## config.mk

```make
export PLATFORM = sky130hd
export DESIGN_NAME = sys_ctrl_tx_engine
export DESIGN_NICKNAME = d
export VERILOG_FILES = /design/src/rtl/sys_ctrl_pkg.sv /design/src/rtl/sys_ctrl_tx_serializer.sv /design/src/rtl/sys_ctrl_tx_engine.sv
export SDC_FILE = /design/constraint.sdc
export NUM_CORES = 1
export LEC_CHECK = 0
export BUFFER_PORTS_ARGS = -buffer_cell sky130_fd_sc_hd__buf_4
export CELL_PAD_IN_SITES_DETAIL_PLACEMENT = 1
export CELL_PAD_IN_SITES_GLOBAL_PLACEMENT = 2
export CORE_ASPECT_RATIO = 1.1
export CORE_MARGIN = 5
export CORE_UTILIZATION = 29
export CTS_CLUSTER_DIAMETER = 60
export CTS_CLUSTER_SIZE = 10
export DETAILED_ROUTE_END_ITERATION = 7
export HOLD_SLACK_MARGIN = 0.12
export PLACE_DENSITY_LB_ADDON = 0.1
export SYNTH_ARGS = -nofsm -noshare
export SYNTH_HDL_FRONTEND = slang
export SYNTH_HIERARCHICAL = 1
export SYNTH_SLANG_ARGS = --single-unit
```

## constraint.sdc

```tcl
create_clock -name SCtl_CLK -period 2.4 [get_ports SCtl_CLK]
set_input_delay 0.24 -clock SCtl_CLK [delete_from_list [all_inputs] [get_ports SCtl_CLK]]
set_output_delay 0.24 -clock SCtl_CLK [all_outputs]
set_load 0.01 [all_outputs]
```

## src/rtl/sys_ctrl_pkg.sv

```systemverilog
// Shared definitions for the system-side TX controller slice.
// Provides the controller state encoding, the serializer phase encoding,
// the command codes coming from the RX frame decoder and a helper that
// sizes the result word counter.
package sys_ctrl_pkg;

  typedef enum logic [2:0] {
    ST_IDLE,
    ST_WRITE,
    ST_READ_WAIT,
    ST_ALU_WAIT,
    ST_TX_SEND,
    ST_TX_DRAIN
  } sys_state_e;

  typedef enum logic [1:0] {
    PH_IDLE,
    PH_SEND,
    PH_DRAIN
  } tx_phase_e;

  localparam logic [2:0] CMD_WRITE = 3'b001;
  localparam logic [2:0] CMD_READ  = 3'b010;
  localparam logic [2:0] CMD_ALU   = 3'b100;

  // Width of a counter that must hold the value 'words' itself.
  function automatic int unsigned word_cnt_width(input int unsigned words);
    return $clog2(words + 1);
  endfunction

endpackage

```

## src/rtl/sys_ctrl_tx_serializer.sv

```systemverilog
// Result serializer: holds a multi-word result and hands it to the UART TX
// one DATA_WIDTH word at a time, least-significant word first.
// Ports:
//   TXCont_CLK / TXCont_RST  clock, asynchronous active-low reset
//   load, load_words, load_data  capture a new result (pulse)
//   abort        discard the result and drop TX_Valid
//   tx_busy      UART TX busy
//   tx_valid, tx_data  registered word towards the UART TX
//   accepted     this cycle the UART takes the presented word
//   drained      this cycle the UART finished the frame in flight
//   done         drained on the last word of the result
module sys_ctrl_tx_serializer
  import sys_ctrl_pkg::*;
#(
  parameter int unsigned DATA_WIDTH = 8,
  parameter int unsigned ALU_WORDS  = 2,
  parameter int unsigned CNT_W      = 2
) (
  input  logic                            TXCont_CLK,
  input  logic                            TXCont_RST,
  input  logic                            load,
  input  logic [CNT_W-1:0]                load_words,
  input  logic [ALU_WORDS*DATA_WIDTH-1:0] load_data,
  input  logic                            abort,
  input  logic                            tx_busy,
  output logic                            tx_valid,
  output logic [DATA_WIDTH-1:0]           tx_data,
  output logic                            accepted,
  output logic                            drained,
  output logic                            done
);

  localparam int unsigned RW = ALU_WORDS * DATA_WIDTH;

  tx_phase_e        phase_q;
  logic [RW-1:0]    res_q;
  logic [CNT_W-1:0] cnt_q;
  logic [RW-1:0]    res_shift;

  assign res_shift = res_q >> DATA_WIDTH;
  assign accepted  = (phase_q == PH_SEND) && tx_busy;
  assign drained   = (phase_q == PH_DRAIN) && !tx_busy;
  assign done      = drained && (cnt_q == CNT_W'(1));

  always_ff @(posedge TXCont_CLK or negedge TXCont_RST) begin
    if (!TXCont_RST) begin
      phase_q  <= PH_IDLE;
      res_q    <= '0;
      cnt_q    <= '0;
      tx_valid <= 1'b0;
      tx_data  <= '0;
    end else if (abort) begin
      phase_q  <= PH_IDLE;
      res_q    <= '0;
      cnt_q    <= '0;
      tx_valid <= 1'b0;
      tx_data  <= '0;
    end else if (load) begin
      phase_q  <= PH_SEND;
      res_q    <= load_data;
      cnt_q    <= load_words;
      tx_valid <= 1'b1;
      tx_data  <= load_data[DATA_WIDTH-1:0];
    end else if (accepted) begin
      phase_q  <= PH_DRAIN;
      tx_valid <= 1'b0;
    end else if (drained) begin
      cnt_q <= cnt_q - CNT_W'(1);
      if (done) begin
        phase_q <= PH_IDLE;
        res_q   <= '0;
        tx_data <= '0;
      end else begin
        // Next word is presented in the same edge that retires the previous one.
        phase_q  <= PH_SEND;
        res_q    <= res_shift;
        tx_valid <= 1'b1;
        tx_data  <= res_shift[DATA_WIDTH-1:0];
      end
    end
  end

endmodule

```

## src/rtl/sys_ctrl_tx_engine.sv

```systemverilog
// System-side TX controller: accepts decoded commands (register write,
// register read, ALU operation), drives the register file and ALU, and
// streams results to the UART TX via sys_ctrl_tx_serializer.
// All outputs except SCtl_Cmd_Ready are registered.
// Ports:
//   SCtl_CLK, SCtl_RST                 clock, asynchronous active-low reset
//   SCtl_Cmd_Valid/Cmd/Addr/Pdata      command from the RX frame decoder
//   SCtl_Cmd_Ready                     high only in IDLE
//   SCtl_RF_Addr/RF_WrData/Wr_En/Rd_En register file request side
//   SCtl_RF_RdData/RF_Valid            register file response
//   SCtl_ALU_En/ALU_Fun/CLK_En         ALU control and clock-gate enable
//   SCtl_ALU_Out/ALU_Valid             ALU result
//   SCtl_TX_Data/TX_Valid/TX_Busy      UART TX handshake
//   SCtl_Err                           one-cycle error pulse
module sys_ctrl_tx_engine
  import sys_ctrl_pkg::*;
#(
  parameter int unsigned DATA_WIDTH = 8,
  parameter int unsigned ADDR_WIDTH = 8,
  parameter int unsigned FUN_WIDTH  = 4,
  parameter int unsigned ALU_WORDS  = 2,
  parameter int unsigned TIMEOUT    = 1024,
  parameter int unsigned TO_W       = 11
) (
  input  logic                            SCtl_CLK,
  input  logic                            SCtl_RST,
  input  logic                            SCtl_Cmd_Valid,
  input  logic [2:0]                      SCtl_Cmd,
  input  logic [ADDR_WIDTH-1:0]           SCtl_Addr,
  input  logic [DATA_WIDTH-1:0]           SCtl_Pdata,
  output logic                            SCtl_Cmd_Ready,
  output logic [ADDR_WIDTH-1:0]           SCtl_RF_Addr,
  output logic [DATA_WIDTH-1:0]           SCtl_RF_WrData,
  output logic                            SCtl_Wr_En,
  output logic                            SCtl_Rd_En,
  input  logic [DATA_WIDTH-1:0]           SCtl_RF_RdData,
  input  logic                            SCtl_RF_Valid,
  output logic                            SCtl_ALU_En,
  output logic [FUN_WIDTH-1:0]            SCtl_ALU_Fun,
  output logic                            SCtl_CLK_En,
  input  logic [ALU_WORDS*DATA_WIDTH-1:0] SCtl_ALU_Out,
  input  logic                            SCtl_ALU_Valid,
  output logic [DATA_WIDTH-1:0]           SCtl_TX_Data,
  output logic                            SCtl_TX_Valid,
  input  logic                            SCtl_TX_Busy,
  output logic                            SCtl_Err
);

  localparam int unsigned RW    = ALU_WORDS * DATA_WIDTH;
  localparam int unsigned CNT_W = word_cnt_width(ALU_WORDS);

  sys_state_e       state_q, state_d;
  logic [TO_W-1:0]  to_q;
  logic             expired;
  logic             err_d, load, abort;
  logic [CNT_W-1:0] load_words;
  logic [RW-1:0]    load_data;
  logic             ser_accepted, ser_drained, ser_done;

  logic                  wr_en_d, rd_en_d, alu_en_d, clk_en_d;
  logic [ADDR_WIDTH-1:0] rf_addr_d;
  logic [DATA_WIDTH-1:0] rf_wrdata_d;
  logic [FUN_WIDTH-1:0]  alu_fun_d;

  assign SCtl_Cmd_Ready = (state_q == ST_IDLE);
  assign expired        = (TIMEOUT != 0) && (to_q == TO_W'(TIMEOUT - 1));

  always_ff @(posedge SCtl_CLK or negedge SCtl_RST) begin
    if (!SCtl_RST) state_q <= ST_IDLE;
    else           state_q <= state_d;
  end

  always_comb begin
    state_d    = state_q;
    err_d      = 1'b0;
    load       = 1'b0;
    load_words = '0;
    load_data  = '0;
    abort      = 1'b0;
    case (state_q)
      ST_IDLE: begin
        if (SCtl_Cmd_Valid) begin
          case (SCtl_Cmd)
            CMD_WRITE: state_d = ST_WRITE;
            CMD_READ:  state_d = ST_READ_WAIT;
            CMD_ALU:   state_d = ST_ALU_WAIT;
            default:   err_d   = 1'b1;
          endcase
        end
      end
      ST_WRITE: state_d = ST_IDLE;
      ST_READ_WAIT: begin
        if (SCtl_RF_Valid) begin
          state_d                   = ST_TX_SEND;
          load                      = 1'b1;
          load_words                = CNT_W'(1);
          load_data[DATA_WIDTH-1:0] = SCtl_RF_RdData;
        end else if (expired) begin
          state_d = ST_IDLE;
          err_d   = 1'b1;
          abort   = 1'b1;
        end
      end
      ST_ALU_WAIT: begin
        if (SCtl_ALU_Valid) begin
          state_d    = ST_TX_SEND;
          load       = 1'b1;
          load_words = CNT_W'(ALU_WORDS);
          load_data  = SCtl_ALU_Out;
        end else if (expired) begin
          state_d = ST_IDLE;
          err_d   = 1'b1;
          abort   = 1'b1;
        end
      end
      ST_TX_SEND: begin
        if (ser_accepted) begin
          state_d = ST_TX_DRAIN;
        end else if (expired) begin
          state_d = ST_IDLE;
          err_d   = 1'b1;
          abort   = 1'b1;
        end
      end
      ST_TX_DRAIN: begin
        if (ser_drained) begin
          state_d = ser_done ? ST_IDLE : ST_TX_SEND;
        end else if (expired) begin
          state_d = ST_IDLE;
          err_d   = 1'b1;
          abort   = 1'b1;
        end
      end
      default: state_d = ST_IDLE;
    endcase
  end

  // Any state change restarts the wait budget, including TX_DRAIN -> TX_SEND.
  always_ff @(posedge SCtl_CLK or negedge SCtl_RST) begin
    if (!SCtl_RST) begin
      to_q <= '0;
    end else if (state_d != state_q) begin
      to_q <= '0;
    end else if (state_q inside {ST_READ_WAIT, ST_ALU_WAIT, ST_TX_SEND, ST_TX_DRAIN}) begin
      to_q <= to_q + TO_W'(1);
    end
  end

  // Next values of the registered outputs, decoded from the next state.
  // Command fields are taken from the inputs on the accept edge and then
  // held by feeding the registered outputs back.
  always_comb begin
    wr_en_d     = (state_d == ST_WRITE);
    rd_en_d     = (state_d == ST_READ_WAIT);
    alu_en_d    = (state_d == ST_ALU_WAIT);
    clk_en_d    = (state_d == ST_ALU_WAIT) ||
                  (SCtl_CLK_En && (state_d inside {ST_TX_SEND, ST_TX_DRAIN}));
    rf_addr_d   = '0;
    rf_wrdata_d = '0;
    alu_fun_d   = '0;
    if (state_d == ST_WRITE) begin
      rf_addr_d   = SCtl_Addr;
      rf_wrdata_d = SCtl_Pdata;
    end
    if (state_d == ST_READ_WAIT) begin
      rf_addr_d = (state_q == ST_IDLE) ? SCtl_Addr : SCtl_RF_Addr;
    end
    if (state_d == ST_ALU_WAIT) begin
      alu_fun_d = (state_q == ST_IDLE) ? SCtl_Pdata[FUN_WIDTH-1:0] : SCtl_ALU_Fun;
    end
  end

  always_ff @(posedge SCtl_CLK or negedge SCtl_RST) begin
    if (!SCtl_RST) begin
      SCtl_Wr_En     <= 1'b0;
      SCtl_Rd_En     <= 1'b0;
      SCtl_ALU_En    <= 1'b0;
      SCtl_CLK_En    <= 1'b0;
      SCtl_RF_Addr   <= '0;
      SCtl_RF_WrData <= '0;
      SCtl_ALU_Fun   <= '0;
      SCtl_Err       <= 1'b0;
    end else begin
      SCtl_Wr_En     <= wr_en_d;
      SCtl_Rd_En     <= rd_en_d;
      SCtl_ALU_En    <= alu_en_d;
      SCtl_CLK_En    <= clk_en_d;
      SCtl_RF_Addr   <= rf_addr_d;
      SCtl_RF_WrData <= rf_wrdata_d;
      SCtl_ALU_Fun   <= alu_fun_d;
      SCtl_Err       <= err_d;
    end
  end

  sys_ctrl_tx_serializer #(
    .DATA_WIDTH (DATA_WIDTH),
    .ALU_WORDS  (ALU_WORDS),
    .CNT_W      (CNT_W)
  ) u_serializer (
    .TXCont_CLK (SCtl_CLK),
    .TXCont_RST (SCtl_RST),
    .load       (load),
    .load_words (load_words),
    .load_data  (load_data),
    .abort      (abort),
    .tx_busy    (SCtl_TX_Busy),
    .tx_valid   (SCtl_TX_Valid),
    .tx_data    (SCtl_TX_Data),
    .accepted   (ser_accepted),
    .drained    (ser_drained),
    .done       (ser_done)
  );

endmodule

```

==> reports/results.ini, run 1 <==
[cells_and_area]
layout_commonest_cell=buf_4
fill_cells=1141
finalNetCount=417
stdcell_count=493
n_antenna_cell=0
layout_common_cells=buf_4 (100), dfrtp_1 (60), and2_1 (26)
drive_gt1_share_pct=35.4
area_growth_pct=37.5

[logic_synthesis]
avgSynthCellArea_sq_um=11.2
yosysWarnings=6
synth_edf_count=0
synth_top_flop_cell=dfrtp_1
yosysSeqAreaShare_pct=50.1
ys_types=52
postSynthCellCount=267
syn_nets=318
synth_area_sq_um=2990
synth-async-reset-ratio_pct=100
yosys_register_bits=60

[power]
power_frac_seq_pct=35.0
clkPwrFrac_pct=31.5
leakage_nw=1.96
pwr_density_cell_nw_per_um2=897
p_comb_share_pct=33.5
internal-power_mw=2.46
switchingPower_mw=1.23
power.share.switching_pct=33.3
max-vdd-ir-drop_uv=357

[global_route]
gr-total-overflow=0
grt_usage_pct=13.5
grt_pass1_vias=2566
grt_pass1_wl_mm=13.1
grt_max_degree=61
antenna_found_initial=0

[sta]
fmax_mhz=444
hold_viol=0
fin_crit_sh_pct=93.9
tns_ns=0
slew_viol_final=0
skew_ns=0.00648
rsz0062_at_grt=no
setup_viol=0
worst_slew_pin_slew_ns=0.792
slew_headroom_pct=47.2
layout_min_cycle_time_ns=2.25

[setup_path]
arrival_ns=2.44
critPathMaxFanout=9
path_class=flop to flop
endpoint_kind=flop
crit_path_start_kind=flop
r2r-end=SCtl_RF_Addr[1]
rr_worst_depth=5
ff2ff_setup_slack_ns=0.15
r2r-start=state_q[1]
cp.required_ns=2.59

[clocking]
clock-sinks=60
htreeDepth=3
path_clk_slew_ns=0.05
worstSkewPairLatency_ns=0.32
cts_buffer_depth=2
tritoncts=yes
root_buffer=clkbuf_16
cts_buffers=9
cts_setup_buffers=0

[detailed_routing]
num_vias=2383
wl_mm=8.10
drt-wirelength-per-cell_microns=16.4
first_pass_iters=4
ant_nets=0
drt_iter0_markers=67
via_per_inst=4.83
drc=0

[floorplanning]
ios=84
num_rows=39
die_w_microns=107
fp.dieH_microns=117
core_area_sq_um=10200
start_util_pct=29.2
die-area_sq_um=12500

[placement]
numPortBuffers=83
dp_hpwl_mm=5.74
dp.cells=473
routabilityCongestion=0.745

[min_path]
hold_depth=2
worstHoldStart=SCtl_Pdata[0]
whs_endpoint=SCtl_RF_WrData[0]
min_path_type=input pin to flop

[flow_run]
cap_violations=0

[run_status]
outcome=complete, no violations

per-stage QoR:
stage                     total power [mW]  hold WS, ns  worst slack, ns  area [sq um]  utilization (%)
after floorplan                       2.04      -0.0556            0.136          2990                -
after global placement                2.55        0.385            0.133          3780             36.9
after detailed placement              2.56        0.387          0.00662          3780             36.9
after CTS                             3.77        0.122           0.0222          4100             40.0
after global routing                  3.94        0.131          0.00326          4120             40.2
final                                 3.69        0.140            0.147          4120             40.2
flip-flops by register name, summed over array words and instances, names as in the netlist, 2 cells and up:
signal	count
SCtl_ALU_Fun	4
SCtl_RF_Addr	8
SCtl_RF_WrData	8
state_q	3
to_q	11
u_serializer/cnt_q	2
u_serializer/phase_q	2
u_serializer/res_q	9
u_serializer/tx_data	7
cell families after synthesis:
kind of cell,share of synthesized area (%)
AO/OA/AOI/OAI,14.1
XOR/XNOR,4.64
adder cells (fa/ha/maj),0.836
buffers and inverters,4.97
flip-flops,50.1
multiplexers,4.72
AND/OR/NAND/NOR,20.6
synthesized netlist by cell type (2+ instances only):
| cell | number | area, sq um |
|---|---|---|
| clkbuf_1 | 3 | 11.3 |
| nand2b_1 | 7 | 43.8 |
| or3_4 | 2 | 22.5 |
| nor2b_1 | 3 | 18.8 |
| a221o_1 | 8 | 80.1 |
| o21ai_0 | 5 | 25.0 |
| buf_4 | 8 | 60.1 |
| inv_1 | 7 | 26.3 |
| a21oi_1 | 4 | 20.0 |
| nand2_1 | 9 | 33.8 |
| buf_2 | 2 | 10.0 |
| nor3b_1 | 2 | 15.0 |
| nor2_1 | 22 | 82.6 |
| mux2i_1 | 13 | 130 |
| nand3_1 | 4 | 20.0 |
| nand4_1 | 3 | 18.8 |
| a211oi_1 | 5 | 37.5 |
| buf_6 | 3 | 33.8 |
| dfrtp_1 | 60 | 1500 |
| xor2_1 | 7 | 61.3 |
| xnor2_1 | 7 | 61.3 |
| nor3_1 | 11 | 55.1 |
| or3_1 | 2 | 12.5 |
| ha_1 | 2 | 25.0 |
| and2_1 | 26 | 163 |
| a22o_1 | 16 | 140 |
how the worst max path moves through the flow:
| stage | depth (start not counted) | slack [ns] | to | from |
|---|---|---|---|---|
| 2_1_floorplan | 10 | 0.14 | u_serializer/res_q[7] | state_q[2] |
| 3_3_place_gp | 6 | 0.13 | u_serializer/tx_data[1] | state_q[2] |
| 3_5_place_dp | 7 | 0.007 | u_serializer/tx_data[1] | to_q[0] |
| 4_1_cts | 7 | 0.02 | u_serializer/tx_data[1] | to_q[0] |
| 5_1_grt | 5 | 0.003 | SCtl_RF_Addr[1] | state_q[1] |
| 6_report | 5 | 0.15 | SCtl_RF_Addr[1] | state_q[1] |
per-layer routing:
| layer | wire, microns | vias to the layer above | track usage [%] |
|---|---|---|---|
| met5 | 0 | - | 0 |
| met2 | 3770 | 53 | 21.0 |
| li1 | - | 1142 | - |
| met3 | 426 | 10 | 4.09 |
| met1 | 3740 | 1178 | 17.4 |
| met4 | 153 | 0 | 6.14 |
area by class of cell:
| class | instances | area (sq um) | area share [%] |
|---|---|---|---|
| flip-flops and latches | 60 | 1500 | 36.5 |
| repair buffers | 105 | 801 | 19.5 |
| clock inverters | 4 | 26.3 | 0.638 |
| multi-input cells | 182 | 1360 | 33.1 |
| clock buffers | 11 | 243 | 5.90 |
| inverters | 8 | 30.0 | 0.729 |
| well taps | 123 | 154 | 3.74 |
what timing repair did:
item	4_1_cts	5_1_grt
endpoints found under the hold margin	64	0
hold buffers	5	0
resized for setup	0	4
endpoints found under the setup margin	0	22
power by group through the flow:
stage	logic (mW)	registers, mW	clock network, mW
6_report	1.24	1.29	1.16
4_1_cts	1.26	1.29	1.21
2_1_floorplan	0.734	1.31	0
3_3_place_gp	1.25	1.30	0
3_5_place_dp	1.25	1.31	0
5_1_grt	1.38	1.32	1.25
worst max-delay path: stages, from the launching register on:
cell	delay (ns)
dfrtp_1	0.48
or4b_4	0.59
or3_4	0.40
o21a_4	0.15
xor2_2	0.39
nor3_1	0.10
(Power assumes the default switching activity.)
==> run 2, diff against run 1 <==
Settings changed: CELL_PAD_IN_SITES_DETAIL_PLACEMENT 1 to not set, CELL_PAD_IN_SITES_GLOBAL_PLACEMENT 2 to not set, CORE_UTILIZATION 29 to 45, PLACE_DENSITY set to 0.73, PLACE_DENSITY_LB_ADDON 0.1 to not set.
==> run 2 against run 1 <==
  * Hold slack gained 0.072 ns
  * First-iteration DRC count increased by 3.0%
  * Die area is 33% lower
  * Sequential share of layout area is 1.0 points higher
  * Clock skew is 0.0029 ns higher
  * Largest cell class unchanged
==> reports/results.ini, run 2 (synthesis gave the netlist of run 1 again) <==
[run_status]
outcome=complete, no violations  ; unchanged

[sta]
hold_viol=0  ; unchanged
layout_min_cycle_time_ns=2.22  ; was 2.25 ns
rsz0062_at_grt=no  ; unchanged
worst_slew_pin_slew_ns=0.748  ; was 0.792 ns
fin_crit_sh_pct=92.4  ; was 93.9%
fmax_mhz=451  ; was 444 MHz
slew_viol_final=0  ; unchanged
tns_ns=0  ; unchanged
setup_viol=0  ; unchanged
skew_ns=0.00934  ; was 0.00648 ns
slew_headroom_pct=50.1  ; was 47.2%

[setup_path]
arrival_ns=2.42  ; was 2.44 ns
critPathMaxStageDelay_ns=0.50  ; was 0.59 ns
crit_path_start_kind=flop  ; unchanged
crit_chain=buf_4 > or4b_4 > or3_4 > o21a_4 > xor2_2 > nor3_1  ; was or4b_4 > or3_4 > o21a_4 > xor2_2 > nor3_1
critPathSlowestCell=or4b_4  ; unchanged
endpoint_kind=flop  ; unchanged
path_class=flop to flop  ; unchanged
r2r-start=state_q[0]  ; was state_q[1]
critical_path.startpoint=state_q[0]  ; was state_q[1]
cp.required_ns=2.60  ; was 2.59 ns
critPathMaxFanout=11  ; was 9

[cells_and_area]
layout_commonest_cell=buf_4  ; unchanged
stdcell_area_sq_um=4000  ; was 4120 sq um
fill_cells=572  ; was 1,141
area_growth_pct=33.7  ; was 37.5%
largest_reg_flops=11  ; unchanged
top_register=to_q  ; unchanged
reg_top3=to_q (11), u_serializer/res_q (9)  ; unchanged
fin_util_pct=61.4  ; was 40.2%
layout_common_cells=buf_4 (100), dfrtp_1 (60), and2_1 (26)  ; unchanged
finalNetCount=421  ; was 417
n_antenna_cell=0  ; unchanged
drive_gt1_share_pct=34.6  ; was 35.4%

[clocking]
cts_setup_buffers=0  ; unchanged
tritoncts=yes  ; unchanged
root_buffer=clkbuf_8  ; was clkbuf_16
worstSkewPairLatency_ns=0.34  ; was 0.32 ns
htreeDepth=3  ; unchanged
cts_buffers=9  ; unchanged
clock-sinks=60  ; unchanged
cts_buffer_depth=2  ; unchanged
path_clk_slew_ns=0.06  ; was 0.05 ns

[min_path]
worstHoldStart=SCtl_Addr[6]  ; was SCtl_Pdata[0]
min_path_type=input pin to flop  ; unchanged

[detailed_routing]
drc=0  ; unchanged
via_per_inst=5.21  ; was 4.83
wl_mm=7.16  ; was 8.10 mm
drt_iter0_markers=69  ; was 67
drt-wirelength-per-cell_microns=15.7  ; was 16.4 microns
first_pass_iters=4  ; unchanged
ant_nets=0  ; unchanged
num_vias=2369  ; was 2,383

[floorplanning]
die_w_microns=87.8  ; was 107 microns
start_util_pct=45.9  ; was 29.2%
core_area_sq_um=6520  ; was 10,200 sq um
num_rows=31  ; was 39
fp.dieH_microns=95.6  ; was 117 microns
ios=84  ; unchanged
die-area_sq_um=8390  ; was 12,500 sq um

[placement]
numPortBuffers=83  ; unchanged
detailed_place.area_sq_um=3730  ; was 3780 sq um
dp_hpwl_mm=5.17  ; was 5.74 mm
routabilityCongestion=0.870  ; was 0.745

[global_route]
grt_usage_pct=18.3  ; was 13.5%
grt_max_degree=61  ; unchanged
use_met2_pct=28.8  ; was 21.0%
busiest_layer=met2  ; unchanged
gr-usage-met1_pct=23.2  ; was 17.4%
antenna_found_initial=0  ; unchanged
gr-total-overflow=0  ; unchanged
grt_pass1_wl_mm=11.7  ; was 13.1 mm
use_met3_pct=5.96  ; was 4.09%
grt_pass1_vias=2489  ; was 2,566

[power]
p_total_mw=3.33  ; was 3.69 mW
leakage_nw=1.94  ; was 1.96 nW
max-vdd-ir-drop_uv=644  ; was 357 uV
pwr_density_cell_nw_per_um2=832  ; was 897 nW/um^2

[flow_run]
cap_violations=0  ; unchanged

## run 2: changes by cell type in the layout (fill, tap and decap cells not counted), sizes merged
| cell | delta |
|---|---|
| clkinvlp | -1 |
| clkinv | -1 |
| clkbuf | +1 |
| dlygate4sd3 | +4 |
## run 2: layout make-up
cell class / instances / area, sq um / area share, %
clock inverter: 2 / 10.0 / 0.250
tap: 82 / 103 / 2.56
inverter: 8 / 30.0 / 0.750
multi-input combinational: 182 / 1350 / 33.8
sequential: 60 / 1500 / 37.5
timing repair buffer: 109 / 841 / 21.0
clock buffer: 12 / 165 / 4.12
## run 2: worst max-delay path: cells and delay by family (launching register included)
family	cells	cell delay, ns
xor gates and xnor gates	1	0.35
and+or+nand+nor	3	1.01
AOI/OAI and AO/OA	1	0.15
buffers and inverters	1	0.18
DFF	1	0.38
## run 2: where the power goes
group | total [mW] | switching (mW) | internal (mW) | leakage [nW]
Clock | 0.816 | 0.372 | 0.444 | 0.0941
Combinational | 1.22 | 0.647 | 0.576 | 1.03
Sequential | 1.29 | 0.123 | 1.17 | 0.816
Total | 3.33 | 1.14 | 2.19 | 1.94
## run 2: per-stage QoR
stage	instances	hold slack [ns]	setup WS (ns)
6_report	455	0.211	0.183
3_3_place_gp	432	0.352	0.203
2_1_floorplan	267	-0.0556	0.136
5_1_grt	455	0.208	0.00918
4_1_cts	455	0.201	0.176
3_5_place_dp	432	0.365	0.191
## run 2: what timing repair did
| action | 4_1_cts | 5_1_grt |
|---|---|---|
| gates resized for setup | 0 | 2 |
| endpoints found under the hold margin | 68 | 0 |
| hold buffers | 9 | 0 |
| endpoints found under the setup margin | 0 | 14 |
## run 2: layer usage
layer,share of wire [%],vias to the layer above
li1,-,1148
met1,42,1154
met2,51,58
met3,5.2,9
met4,1.6,0
met5,0,-
## run 2: worst paths after layout
check | endpoint | slack (ns) | cells after the start
min in group asynchronous | SCtl_RF_Addr[2] | 0.52 | 2
setup / recovery | SCtl_RF_Addr[4] | 0.18 | 6
setup reg to reg | SCtl_RF_Addr[4] | 0.18 | 6
hold / removal | SCtl_RF_Addr[6] | 0.21 | 3
max in group asynchronous | u_serializer/tx_valid | 1.39 | 2
hold reg to reg | u_serializer/tx_data[5] | 0.51 | 1
==> run 3, diff against run 2 <==
==> constraint.sdc (replaced) <==
create_clock -name SCtl_CLK -period 2.4 [get_ports SCtl_CLK]
set_input_delay 0.12 -clock SCtl_CLK [delete_from_list [all_inputs] [get_ports SCtl_CLK]]
set_output_delay 0.12 -clock SCtl_CLK [all_outputs]
set_load 0.01 [all_outputs]
==> run 3 against run 2 <==
  * Combinational power is essentially flat
  * Fmax shrank 0.22%
  * Worst setup slack lost 0.0048 ns
  * Global-route usage grew 0.45 points
  * Largest power group unchanged
  * Clock power is essentially flat
  * Highest routed layer unchanged
==> reports/results.ini, run 3 (synthesis gave the netlist of run 1 again) <==
[run_status]
outcome=complete, no violations  ; unchanged

[setup_path]
arrival_ns=2.42  ; about the same
path_class=flop to flop  ; unchanged
critPathMaxFanout=8  ; was 11
r2r-start=to_q[0]  ; was state_q[0]
rr_worst_depth=7  ; was 6
critical_path.startpoint=to_q[0]  ; was state_q[0]
ff2ff_setup_slack_ns=0.18  ; about the same
cp.required_ns=2.60  ; about the same
r2r-end=SCtl_RF_Addr[4]  ; unchanged
crit_path_start_kind=flop  ; unchanged
endpoint_kind=flop  ; unchanged

[sta]
fmax_mhz=450  ; was 451 MHz
worst_slack_ns=0.179  ; was 0.183 ns
hold_viol=0  ; unchanged
rsz0062_at_grt=no  ; unchanged
layout_min_cycle_time_ns=2.22  ; about the same
setup_viol=0  ; unchanged
tns_ns=0  ; unchanged
fin_crit_sh_pct=92.6  ; was 92.4%
slew_viol_final=0  ; unchanged
skew_ns=0.00866  ; was 0.00934 ns
slew_headroom_pct=50.4  ; was 50.1%
worst_slew_pin_slew_ns=0.744  ; was 0.748 ns

[cells_and_area]
largest_reg_flops=11  ; unchanged
n_antenna_cell=0  ; unchanged
area_growth_pct=39.1  ; was 33.7%
fill_cells=550  ; was 572
finalNetCount=437  ; was 421
layout_commonest_cell=buf_4  ; unchanged
layout_common_cells=buf_4 (100), dfrtp_1 (60), and2_1 (26)  ; unchanged
top_register=to_q  ; unchanged
drive_gt1_share_pct=33.2  ; was 34.6%
reg_top3=to_q (11), u_serializer/res_q (9)  ; unchanged

[detailed_routing]
num_vias=2432  ; was 2,369
first_pass_iters=4  ; unchanged
drc=0  ; unchanged
drt_iter0_markers=97  ; was 69
drt-wirelength-per-cell_microns=15.6  ; was 15.7 microns
via_per_inst=5.16  ; was 5.21
ant_nets=0  ; unchanged
wl_mm=7.35  ; was 7.16 mm

[floorplanning]
ios=84  ; unchanged
die_w_microns=87.8  ; unchanged
die-area_sq_um=8390  ; unchanged
start_util_pct=45.9  ; unchanged
core_area_sq_um=6520  ; unchanged
fp.dieH_microns=95.6  ; unchanged
num_rows=31  ; unchanged

[global_route]
grt_usage_pct=18.7  ; was 18.3%
grt_max_degree=61  ; unchanged
grt_pass1_vias=2571  ; was 2,489
antenna_found_initial=0  ; unchanged
gr-total-overflow=0  ; unchanged
grt_pass1_wl_mm=12.1  ; was 11.7 mm

[min_path]
hold_depth=3  ; unchanged
worstHoldStart=SCtl_ALU_Out[8]  ; was SCtl_Addr[6]
min_path_type=input pin to flop  ; unchanged
whs_endpoint=u_serializer/res_q[8]  ; was SCtl_RF_Addr[6]

[placement]
dp_hpwl_mm=5.17  ; unchanged
dp_slack_ns=0.191  ; unchanged
numPortBuffers=83  ; unchanged
routabilityCongestion=0.870  ; unchanged

[clocking]
cts_buffers=9  ; unchanged
htreeDepth=3  ; unchanged
cts_setup_buffers=0  ; unchanged
path_clk_slew_ns=0.06  ; about the same
cts_buffer_depth=2  ; unchanged
tritoncts=yes  ; unchanged
clock-sinks=60  ; unchanged
worstSkewPairLatency_ns=0.33  ; was 0.34 ns
root_buffer=clkbuf_8  ; unchanged

[power]
leakage_nw=2.01  ; was 1.94 nW
p_total_mw=3.35  ; was 3.33 mW
pwr_density_cell_nw_per_um2=805  ; was 832 nW/um^2
max-vdd-ir-drop_uv=643  ; was 644 uV

[flow_run]
cap_violations=0  ; unchanged

[run 3: changes by cell type in the layout (fill, tap and decap cells not counted), sizes merged]
cell / delta
dlygate4sd3: +16
[run 3: metal layers]
| metal | global-route usage [%] | share of wire [%] | vias up |
|---|---|---|---|
| li1 | - | - | 1180 |
| met1 | 23.2 | 42 | 1176 |
| met2 | 29.9 | 51 | 61 |
| met3 | 5.45 | 5.3 | 15 |
| met4 | 9.08 | 2.4 | 0 |
| met5 | 0 | 0 | - |
[run 3: through the flow]
step           utilization (%)  hold slack [ns]  std cells  area (sq um)
5_1_grt                   63.9            0.121        471          4160
3_3_place_gp              57.2            0.232        432          3730
2_1_floorplan                -           -0.176        267          2990
6_report                  63.9            0.132        471          4160
3_5_place_dp              57.2            0.245        432          3730
4_1_cts                   63.7            0.123        471          4150
[run 3: worst max-delay path by stage]
stage / slack, ns / to
2_1_floorplan: 0.14 / u_serializer/res_q[7]
3_3_place_gp: 0.20 / SCtl_RF_Addr[4]
3_5_place_dp: 0.19 / SCtl_RF_Addr[4]
4_1_cts: 0.18 / SCtl_RF_Addr[4]
5_1_grt: 0.01 / SCtl_RF_Addr[4]
6_report: 0.18 / SCtl_RF_Addr[4]
[run 3: area by class of cell]
cell class / count / area, sq um / area share, %
Tap cell: 82 / 103 / 2.46
Timing Repair Buffer: 125 / 1000 / 24.0
Inverter: 8 / 30.0 / 0.721
Clock buffer: 12 / 165 / 3.97
Sequential cell: 60 / 1500 / 36.1
Clock inverter: 2 / 10.0 / 0.240
Multi-Input combinational cell: 182 / 1350 / 32.5
[run 3: power by group]
part           switching [mW]  internal (mW)  total (mW)  leakage, nW
clock                   0.370          0.444       0.815       0.0941
sequential              0.121           1.17        1.29        0.816
combinational           0.654          0.593        1.25         1.10
[run 3: timing repair]
item                                    CTS  global route
endpoints found under the setup margin    0            14
hold buffers                             25             0
gates resized for setup                   0             2
endpoints found under the hold margin    89             0
[run 3: worst max-delay path: stages, from the launching register on]
cell      delay [ns]
dfrtp_1         0.40
ha_1            0.21
nand4b_1        0.12
buf_4           0.16
nor3_1          0.51
o21a_4          0.27
xor2_2          0.33
nor3_1          0.10
